<file path="config.mk">
export PLATFORM = sky130hd
export DESIGN_NAME = mode_buffer
export DESIGN_NICKNAME = d
export VERILOG_FILES = /design/src/rtl/buffer_pkg.sv /design/src/rtl/mode_buffer_ptr_counter.sv /design/src/rtl/mode_buffer.sv
export SDC_FILE = /design/constraint.sdc
export NUM_CORES = 1
export LEC_CHECK = 0
export BUFFER_PORTS_ARGS = -buffer_cell sky130_fd_sc_hd__buf_2
export CELL_PAD_IN_SITES_DETAIL_PLACEMENT = 0
export CELL_PAD_IN_SITES_GLOBAL_PLACEMENT = 2
export CORE_AREA = 3 3 69 71
export CTS_CLUSTER_SIZE = 25
export DETAILED_ROUTE_END_ITERATION = 10
export DIE_AREA = 0 0 72 74
export HOLD_SLACK_MARGIN = 0.03
export PLACE_DENSITY = 0.79
export SLEW_MARGIN = 20
export SYNTH_ARGS = -nofsm -noshare
export SYNTH_HDL_FRONTEND = slang
export SYNTH_SLANG_ARGS = --single-unit
</file>
<file path="constraint.sdc">
create_clock -name i_clk -period 6.39 [get_ports i_clk]
set_input_delay 1.278 -clock i_clk [delete_from_list [all_inputs] [get_ports i_clk]]
set_output_delay 1.278 -clock i_clk [all_outputs]
set_load 0.1 [all_outputs]
</file>
<file path="src/rtl/buffer_pkg.sv">
// Shared types for the mode-selectable elastic buffer.
// Pick the ordering mode per instance; count width is sized to hold 0..DEPTH.
package buffer_pkg;

  typedef enum logic {
    BufMode_FIFO = 1'b0,
    BufMode_LIFO = 1'b1
  } BufMode;

  function automatic int countWidth(input int depth);
    return $clog2(depth + 1);
  endfunction

endpackage

</file>
<file path="src/rtl/mode_buffer_ptr_counter.sv">
// Wrapping up-counter used as a FIFO read or write pointer.
// Wraps at MAX-1 explicitly, so MAX need not be a power of two.
module ptr_counter #(
  parameter int MAX = 4,
  parameter int W   = $clog2(MAX)
) (
  input  logic         i_clk,
  input  logic         i_rst,
  input  logic         i_clear,
  input  logic         i_inc,
  output logic [W-1:0] o_value
);

  logic [W-1:0] value_q;
  logic [W-1:0] value_d;

  // Clear wins over increment so a flush always lands on slot zero.
  always_comb begin
    value_d = value_q;
    if (i_clear) begin
      value_d = '0;
    end else if (i_inc) begin
      value_d = (value_q == W'(MAX - 1)) ? '0 : value_q + W'(1);
    end
  end

  always_ff @(posedge i_clk or posedge i_rst) begin
    if (i_rst) begin
      value_q <= '0;
    end else begin
      value_q <= value_d;
    end
  end

  assign o_value = value_q;

endmodule

</file>
<file path="src/rtl/mode_buffer.sv">
// Elastic valid/ready buffer, FIFO or LIFO ordering chosen per instance.
// All outputs come from registered count, pointers and storage only.
module mode_buffer
  import buffer_pkg::*;
#(
  parameter int     WIDTH = 8,
  parameter int     DEPTH = 4,
  parameter BufMode MODE  = BufMode_FIFO
) (
  input  logic                         i_clk,
  input  logic                         i_rst,
  input  logic                         i_clear,
  input  logic                         i_push_valid,
  output logic                         o_push_ready,
  input  logic [WIDTH-1:0]             i_push_data,
  output logic                         o_pop_valid,
  input  logic                         i_pop_ready,
  output logic [WIDTH-1:0]             o_pop_data,
  output logic [countWidth(DEPTH)-1:0] o_count,
  output logic                         o_full,
  output logic                         o_empty
);

  localparam int CW = countWidth(DEPTH);
  localparam int AW = $clog2(DEPTH);

  logic [CW-1:0]    count_q;
  logic [CW-1:0]    count_d;
  logic [WIDTH-1:0] mem_q [DEPTH];
  logic [AW-1:0]    wrAddr;
  logic [AW-1:0]    rdAddr;
  logic             pushFire;
  logic             popFire;

  assign o_full       = (count_q == CW'(DEPTH));
  assign o_empty      = (count_q == '0);
  assign o_push_ready = !o_full;
  assign o_pop_valid  = !o_empty;
  assign o_count      = count_q;
  assign o_pop_data   = mem_q[rdAddr];

  assign pushFire = i_push_valid && !o_full;
  assign popFire  = i_pop_ready && !o_empty;

  always_comb begin
    count_d = count_q;
    if (i_clear) begin
      count_d = '0;
    end else begin
      case ({pushFire, popFire})
        2'b10:   count_d = count_q + CW'(1);
        2'b01:   count_d = count_q - CW'(1);
        default: count_d = count_q;
      endcase
    end
  end

  always_ff @(posedge i_clk or posedge i_rst) begin
    if (i_rst) begin
      count_q <= '0;
    end else begin
      count_q <= count_d;
    end
  end

  // Storage is deliberately left unreset; only occupancy decides what is visible.
  always_ff @(posedge i_clk) begin
    if (pushFire && !i_clear) begin
      mem_q[wrAddr] <= i_push_data;
    end
  end

  always_ff @(posedge i_clk) begin
    assert (DEPTH >= 2 && WIDTH >= 1);
  end

  if (MODE == BufMode_FIFO) begin : gFifo
    ptr_counter #(.MAX(DEPTH), .W(AW)) uWrPtr (
      .i_clk   (i_clk),
      .i_rst   (i_rst),
      .i_clear (i_clear),
      .i_inc   (pushFire),
      .o_value (wrAddr)
    );

    ptr_counter #(.MAX(DEPTH), .W(AW)) uRdPtr (
      .i_clk   (i_clk),
      .i_rst   (i_rst),
      .i_clear (i_clear),
      .i_inc   (popFire),
      .o_value (rdAddr)
    );
  end else begin : gLifo
    logic [AW-1:0] topAddr;

    // On a simultaneous push and pop the new entry replaces the top being popped.
    assign topAddr = o_empty ? '0 : AW'(count_q - CW'(1));
    assign rdAddr  = topAddr;
    assign wrAddr  = popFire ? topAddr : AW'(count_q);
  end

endmodule

</file>
# Word level (Yosys, flattened, before mapping)

Memory sizes are Yosys's and may differ from the RTL's.
Index checks and enable logic that the tools add are counted.
W data, S select, Z words.

Register bits: 7
Memory bits (writable): 32
Bits of input ports: 13
Output and inout bits: 15
Memories kept: 1

Memory list:

| name  | depth | width | rd ports | clocked after Yosys merged registers in | wr ports | RTL line          | source |
|---|---|---|---|---|---|---|---|
| mem_q | 4     | 8     | 1        | 0                                       | 1        | mode_buffer.sv:29 | `logic [WIDTH-1:0] mem_q [DEPTH];` |

$add $sub $neg: 4
Equality and inequality tests: 5
Multiplexer cells: 10
Reductions and logical operators: 10

Operator list:

| kind                  | count |
|---|---|
| $mux W2               | 6 |
| $eq A2 B2 Y1 const B  | 3 |
| $pmux W3 S2           | 1 |
| $add A2 B1 Y2 const B | 2 |
| $reduce_bool A2 Y1    | 2 |
| $add A3 B1 Y3 const B | 1 |
| $eq A3 B3 Y1 const B  | 1 |
| $logic_and A1 B1 Y1   | 3 |
| $logic_not A1 Y1      | 3 |
| $logic_not A3 Y1      | 1 |
| $mux W3               | 1 |
| $reduce_bool A3 Y1    | 1 |
| $sub A3 B1 Y3 const B | 1 |
| $eq A2 B1 Y1 const B  | 1 |
| $mux W1               | 2 |

# Logic depth before layout (Yosys ltp)

Gate-level depths: netlist of run 1.

Depth in word-level cells: 6
Gate-level depth with buffers: 8

# By module

From an unflattened synthesis of run 1, not the netlist that was laid out.

Cell total of the unflattened synthesis: 107
Area, all modules: 1721.7 um2

By module, submodules not included:

| module      | times used | cells each | area each (um2) | sequential area each (um2) |
|---|---|---|---|---|
| mode_buffer | 1          | 89         | 1514.0          | 1036.0 |
| ptr_counter | 2          | 9          | 103.8           | 50.0 |

# Least setup slack after synthesis of run 1

Ideal clock, no wire load.

Kind: reg2out
From: register count_q[2], in the netlist o_count[2]
To: output o_full
Data arrival time: 2.287 ns
Required time: 5.112 ns
Slack: 2.825 ns
Stages on the path, launching flop included: 3
Path buffers: 0
Cell sequence: dfrtp_1 > or3b_4 > inv_1

Cells in the longest elaborated chain, start to end: 1

Ends and longest elaborated chain:

| element                | RTL line          | source |
|---|---|---|
| start, declared        | mode_buffer.sv:27 | `logic [CW-1:0] count_q;` |
| start signal, assigned | mode_buffer.sv:62 | `count_q <= count_d;` |
| $eq A3 B3 Y1           | mode_buffer.sv:35 | `assign o_full = (count_q == CW'(DEPTH));` |
| end, declared          | mode_buffer.sv:20 | `output logic o_full,` |

Every way passes these cells.

# Worst setup path after layout of run 1

From: register gFifo.uRdPtr.value_q[0], in the netlist gFifo.uRdPtr.o_value[0]
To: output o_pop_data[1]

Cells in the longest elaborated chain, start to end: 1

Ends and longest elaborated chain:

| element                | RTL line                      | source |
|---|---|---|
| start, declared        | mode_buffer_ptr_counter.sv:14 | `logic [W-1:0] value_q;` |
| start signal, assigned | mode_buffer_ptr_counter.sv:31 | `value_q <= value_d;` |
| $mem_v2 Z4 W8          | -                             |  |
| end, declared          | mode_buffer.sv:18             | `output logic [WIDTH-1:0] o_pop_data,` |

Every way passes these cells.

==> reports/qor.csv, run 1 <==
stage;metric;value;unit
routing;Vias;996;
critical_path;cells along the critical path;mux4_2, buf_2;
die;Placement Rows;24;
placed_design;GP Congestion;0.723;
global_routing;initial antenna violation count;0;
global_routing;grt met3 use;2.97;%
final_layout;Area Growth Syn to Fin;13.3;%
logic_synthesis;Mean Syn Cell Area;16.0;um^2
clock_tree;CTS Root Cell;clkbuf_8;
die;Die ar.;5330;um^2
sta;Tmin final;3.19;ns
logic_synthesis;Yosys Warn Count;0;
global_routing;GRT Max-Usage Layer;met2;
placed_design;post-placement cell count;183;
logic_synthesis;Post-synth EDFFs;32;
logic_synthesis;top-area cell type share of the netlist area;54.7;%
global_routing;met2 usage;22.6;%
final_layout;# diodes;0;
placed_design;dpl ws;3.32;ns
power;combinational share of power;31.1;%
final_layout;Final Cell Area;1990;um^2
logic_synthesis;Net Count, Synth;129;
final_layout;nets;157;
power;clock share of power;23.1;%
clock_tree;CTS tree;yes;
final_layout;non-filler instance count after layout;190;
critical_path;cells on worst reg2reg path;6;
die;# IOs;28;
clock_tree;H-tree depth;2;
global_routing;number of global-route vias before repair;1025;
final_layout;Final Core Density;46.4;%
clock_tree;TritonCTS Sinks;39;
clock_tree;Setup Fix Bufs, Post-CTS;0;
sta;Worst Hold Slack;0.585;ns
global_routing;largest net degree at the start of global routing;14;
logic_synthesis;number of distinct library cells after synthesis;33;
logic_synthesis;most frequently used flop master after synthesis;edfxtp_1;
logic_synthesis;Synth async-reset ratio;17.9;%
placed_design;Area after DPL;1910;um^2
global_routing;global routing usage on met1;15.5;%
global_routing;Tot GR Track Use;12.9;%
die;core area;4290;um^2
power;PD cells;334;nW/um^2
logic_synthesis;Cell Area, Synth;1760;um^2
sta;measured slew at the worst slew-check pin;0.601;ns
placed_design;Buffers on Ports;27;
power;NetSw;0.260;mW
routing;drt first pass iters;4;
die;Initial Utilization;40.9;%
critical_path;CP arrival;1.92;ns
sta;RSZ-0062 raised after global routing;no;
logic_synthesis;Synth area leaders;edfxtp_1, mux4_2, dfrtp_1;
clock_tree;Inserted Clock Buffers;5;
logic_synthesis;Post-Synthesis Cells;110;
sta;period utilization;50.0;%
sta;setup slack after layout;3.20;ns
clock_tree;hold buffers post-CTS;0;
critical_path;CP max stage cell;dfrtp_1;
hold_path;Hold Path Cell Cnt;2;
critical_path;crit path max fanout;11;
global_routing;GRT overflow;0;
placed_design;dpl hpwl;2210;um
critical_path;kind of critical path;reg2out;
routing;Avg WL per Cell;16.4;um
sta;Layout Skew;0.00234;ns
sta;Slew headroom;59.9;%
logic_synthesis;register area share after synthesis;64.6;%
sta;Slew Limit Fails;0;
clock_tree;worst skew pair latency;0.28;ns
critical_path;Startpoint Class;flip-flop;
logic_synthesis;Synth area leader;edfxtp_1;
die;Die X;72;um
clock_tree;clock slew at reported path FFs;0.07;ns
logic_synthesis;Yosys reg bits;39;
power;maximum VDD drop;0.000113;V
power;Static Leak;0.750;nW
routing;WL final;3120;um
final_layout;ratio of cells with drive above 1 in the final layout;34.8;%
critical_path;Buf+Inv Stages, Crit Path;1;
routing;routed vias/inst;5.24;
sta;endpoints failing setup;0;
critical_path;Worst Setup End Kind;output pin;
global_routing;first-pass GRT wire length;5040;um
critical_path;Worst EP required;5.11;ns
sta;Setup TNS;0;ns
run;max-cap violations;0;
power;Tot Pwr;0.665;mW
sta;max frequency;0.313;GHz
routing;number of DRC markers in iteration 0;69;
die;Die Ht;74;um
power;sequential power share;45.9;%
routing;remaining antenna violation count after routing;0;
hold_path;Hold WC Path Type;reg2reg;
critical_path;max incr delay on CP;0.73;ns
routing;DRC violations left;0;
power;switch share;39.1;%
critical_path;cell family with most CP delay;flip-flops;
clock_tree;post-CTS resize count;0;
critical_path;Levels on crit path;2;
power;Int Pwr;0.405;mW
sta;Final Hold Violating Endpoints;0;
status;status;finished, final reports clean;
clock_tree;Max clock buf depth;2;
-- metal layers --
metal  up-vias  wire length, um
li1        481                -
met1       483             1310
met2        25             1590
met3         7              156
met4         0               57
met5         -                0
-- flip-flops by register name, indices dropped and copies added, names as in the netlist --
signal,flops
gFifo.uRdPtr.o_value,2
gFifo.uWrPtr.o_value,2
o_count,3
mem_q,32
-- power groups by stage --
stage / clock, mW / combinational [mW] / sequential, mW
final: 0.153 / 0.207 / 0.305
after global placement: 0 / 0.205 / 0.310
after detailed placement: 0 / 0.209 / 0.311
after floorplan: 0 / 0.171 / 0.319
after global routing: 0.171 / 0.217 / 0.307
after CTS: 0.158 / 0.209 / 0.305
-- path summary, 6_finish.rpt --
path,from,endpoint,slack [ns]
min in group asynchronous,i_rst,gFifo.uWrPtr.o_value[1]$_DFFE_PP0P_,0.93
hold / removal,gFifo.uWrPtr.o_value[1]$_DFFE_PP0P_,gFifo.uWrPtr.o_value[1]$_DFFE_PP0P_,0.59
setup reg to reg,o_count[0]$_DFFE_PP0P_,o_count[2]$_DFFE_PP0P_,3.86
setup / recovery,gFifo.uRdPtr.o_value[0]$_DFFE_PP0P_,o_pop_data[1],3.20
hold reg to reg,gFifo.uWrPtr.o_value[1]$_DFFE_PP0P_,gFifo.uWrPtr.o_value[1]$_DFFE_PP0P_,0.59
max in group asynchronous,i_rst,o_count[0]$_DFFE_PP0P_,5.22
-- cells by family (layout without fill, tap and decap cells) --
kind of cell / Yosys count / in the layout / synth area share, %
AOI/OAI and AO/OA: 17 / 17 / 7.33
buffers and inverters: 13 / 41 / 3.99
and+or+nand+nor: 26 / 26 / 8.61
DFF: 39 / 39 / 64.6
xor gates and xnor gates: 1 / 1 / 0.498
adders and majority gates: 6 / 6 / 4.70
muxes: 8 / 8 / 10.2
-- layout by cell type, fill, tap and decap left out, types with 3 or more instances in the layout --
| cell type | count |
|---|---|
| a21oi_1 | 6 |
| and2_1 | 4 |
| buf_2 | 27 |
| clkbuf_8 | 5 |
| dfrtp_1 | 7 |
| edfxtp_1 | 32 |
| ha_1 | 5 |
| inv_1 | 7 |
| mux4_2 | 8 |
| nand2_1 | 7 |
| nand3_1 | 3 |
| or3_1 | 3 |
-- final cells by class --
type                    instances  area (um^2)
well taps                      52         65.1
fillers                       380         2300
inverters                       7         26.3
clock buffers                   5         68.8
flip-flops and latches         39         1140
multi-input cells              58          552
repair buffers                 27          135
clock inverters                 2         8.76
-- worst min-delay path, stage by stage (launching register included) --
cell,delay [ns]
dfrtp_1,0.42
nand2_1,0.07
a21oi_1,0.06
-- cells in the mapped netlist (all sizes together), types with 3 or more instances --
master and count:
mux4 8, edfxtp 32, and2 4, ha 5, a21oi 6, inv 7, dfrtp 7, nand3 3
or3 3, buf 4, o21ai 3, nand2 8
Note: power is estimated with default switching activity, not from simulation.
==> run 2: changes to the inputs <==
Settings changed: CORE_AREA 3 3 69 71 to 3 3 75 77, DIE_AREA 0 0 72 74 to 0 0 78 80, PLACE_DENSITY 0.79 to 0.71.
Clock period 6.39 ns to 2.8 ns, I/O delays scaled along.
==> run 2 against run 1 <==
Net effect:
- routed wire length down 1.1%
- largest cell class unchanged
- die area grew 17%
- first-iteration DRC count unchanged
- largest power group unchanged
- setup slack worse by 2.9 ns
- clock-buffer cell count did not move
- register-to-register slack worse by 3.5 ns
==> reports/qor.csv, run 2 (same netlist as run 1, synthesis figures left out) <==
stage;metric;value;unit;change
routing;drt first pass iters;4;;unchanged
global_routing;Tot GR Track Use;10.6;%;-2.3 points
final_layout;ratio of cells with drive above 1 in the final layout;37.1;%;+2.4 points
global_routing;GRT overflow;0;;unchanged
clock_tree;Max clock buf depth;2;;unchanged
clock_tree;hold buffers post-CTS;0;;unchanged
final_layout;nets;158;;+0.64%
final_layout;Final Core Density;40.0;%;-6.3 points
final_layout;most frequent cells in the layout;edfxtp_1, buf_2, mux4_2;;
clock_tree;post-CTS resize count;0;;unchanged
global_routing;largest net degree at the start of global routing;13;;-1
critical_path;Worst EP required;2.24;ns;-2.87 ns
power;Static Leak;0.748;nW;-0.23%
power;PD cells;750;nW/um^2;+120%
critical_path;Startpoint Class;flip-flop;;
critical_path;crit path max fanout;11;;unchanged
final_layout;Top reg by flops;mem_q;;
placed_design;post-placement cell count;202;;+10%
sta;Tmin final;2.47;ns;
global_routing;global routing usage on met1;12.7;%;-2.8 points
clock_tree;Setup Fix Bufs, Post-CTS;0;;unchanged
die;Initial Utilization;34.6;%;-6.3 points
final_layout;Area Growth Syn to Fin;15.6;%;
clock_tree;worst skew pair latency;0.28;ns;about the same
sta;period utilization;88.2;%;
global_routing;initial antenna violation count;0;;unchanged
die;Die X;78;um;+8.3%
critical_path;FF-to-FF End;o_count[2]$_DFFE_PP0P_;;
routing;DRC violations left;0;;unchanged
global_routing;GRT Max-Usage Layer;met2;;
sta;Slew headroom;60.0;%;+0.079 points
sta;endpoints failing setup;0;;unchanged
final_layout;# diodes;0;;unchanged
status;status;finished, final reports clean;;
sta;RSZ-0062 raised after global routing;no;;
sta;Final Hold Violating Endpoints;0;;unchanged
global_routing;first-pass GRT wire length;4990;um;-0.97%
routing;Vias;981;;-1.5%
die;core area;5070;um^2;+18%
critical_path;R2R Setup Slk;0.36;ns;-3.50 ns
placed_design;dpl hpwl;2130;um;-3.7%
sta;Layout Skew;0.00567;ns;+0.00332 ns
placed_design;Buffers on Ports;27;;unchanged
sta;Setup TNS;0;ns;unchanged
critical_path;r2r startpoint;o_count[0]$_DFFE_PP0P_;;
clock_tree;H-tree depth;2;;unchanged
clock_tree;TritonCTS Sinks;39;;unchanged
routing;remaining antenna violation count after routing;0;;unchanged
final_layout;commonest non-fill, non-tap cell in the layout;edfxtp_1;;
global_routing;number of global-route vias before repair;1011;;-1.4%
die;Placement Rows;26;;+8.3%
critical_path;kind of critical path;reg2out;;
placed_design;GP Congestion;0.714;;-1.2%
global_routing;met2 usage;17.6;%;-5.0 points
die;# IOs;28;;unchanged
sta;max frequency;0.405;GHz;
die;Die ar.;6240;um^2;+17%
critical_path;CP arrival;1.91;ns;about the same
final_layout;max reg flops;32;;unchanged
clock_tree;clock slew at reported path FFs;0.08;ns;about the same
clock_tree;CTS tree;yes;;
clock_tree;CTS Root Cell;clkbuf_8;;
hold_path;Hold WC Path Type;in2async;;
power;Tot Pwr;1.52;mW;+130%
run;max-cap violations;0;;unchanged
routing;Avg WL per Cell;14.7;um;-10%
clock_tree;Inserted Clock Buffers;5;;unchanged
sta;measured slew at the worst slew-check pin;0.600;ns;-0.00119 ns
critical_path;Worst Setup End Kind;output pin;;
sta;Slew Limit Fails;0;;unchanged
routing;routed vias/inst;4.67;;-11%
global_routing;grt met3 use;4.29;%;+1.3 points
critical_path;cells on worst reg2reg path;6;;unchanged
die;Die Ht;80;um;+8.1%
routing;number of DRC markers in iteration 0;69;;unchanged
power;maximum VDD drop;0.000231;V;+100%
routing;WL final;3080;um;-1.1%
final_layout;non-filler instance count after layout;210;;+11%
-- run 2: changes by cell type in the layout (fill, tap and decap cells not counted), sizes merged --
cell and change:
clkinvlp +1, buf +1
-- run 2: routing by layer --
metal	wire length, um	share of wire (%)
met1	1370	44
met2	1590	52
met3	101	3.3
met4	16	0.52
met5	0	0
-- run 2: final cells by class --
class | instances | area (um^2)
inverter | 7 | 26.3
multi-input combinational | 58 | 552
timing repair buffer | 28 | 143
clock buffer | 5 | 68.8
clock inverter | 3 | 15.0
sequential | 39 | 1140
tap | 70 | 87.6
fill | 496 | 3040
-- run 2: worst max path at each step --
stage / from / endpoint / slack [ns]
global placement: o_count[0]$_DFFE_PP0P_ / o_count[2]$_DFFE_PP0P_ / 0.43
global route: gFifo.uRdPtr.o_value[0]$_DFFE_PP0P_ / o_pop_data[5] / 0.18
finish: gFifo.uRdPtr.o_value[0]$_DFFE_PP0P_ / o_pop_data[2] / 0.33
detailed placement: o_count[0]$_DFFE_PP0P_ / o_count[2]$_DFFE_PP0P_ / 0.36
floorplan: o_count[1]$_DFFE_PP0P_ / o_count[2]$_DFFE_PP0P_ / 0.04
CTS: gFifo.uRdPtr.o_value[0]$_DFFE_PP0P_ / o_pop_data[2] / 0.26
-- run 2: worst max-delay path, stage by stage (launching register included) --
cell     delay, ns
dfrtp_1       0.73
mux4_2        0.59
buf_2         0.31
-- run 2: through the flow --
stage	worst slack (ns)	instance area, um^2	hold slack, ns
final	0.329	2030	0.212
after CTS	0.261	2030	0.220
after global routing	0.177	2030	0.234
after global placement	0.433	1950	0.528
after detailed placement	0.360	1950	0.529
after floorplan	0.0375	1760	0.363
-- run 2: power by group --
group | leakage [nW] | internal, mW | switching, mW
Sequential | 0.380 | 0.656 | 0.0388
Combinational | 0.329 | 0.105 | 0.368
Clock | 0.0392 | 0.169 | 0.188
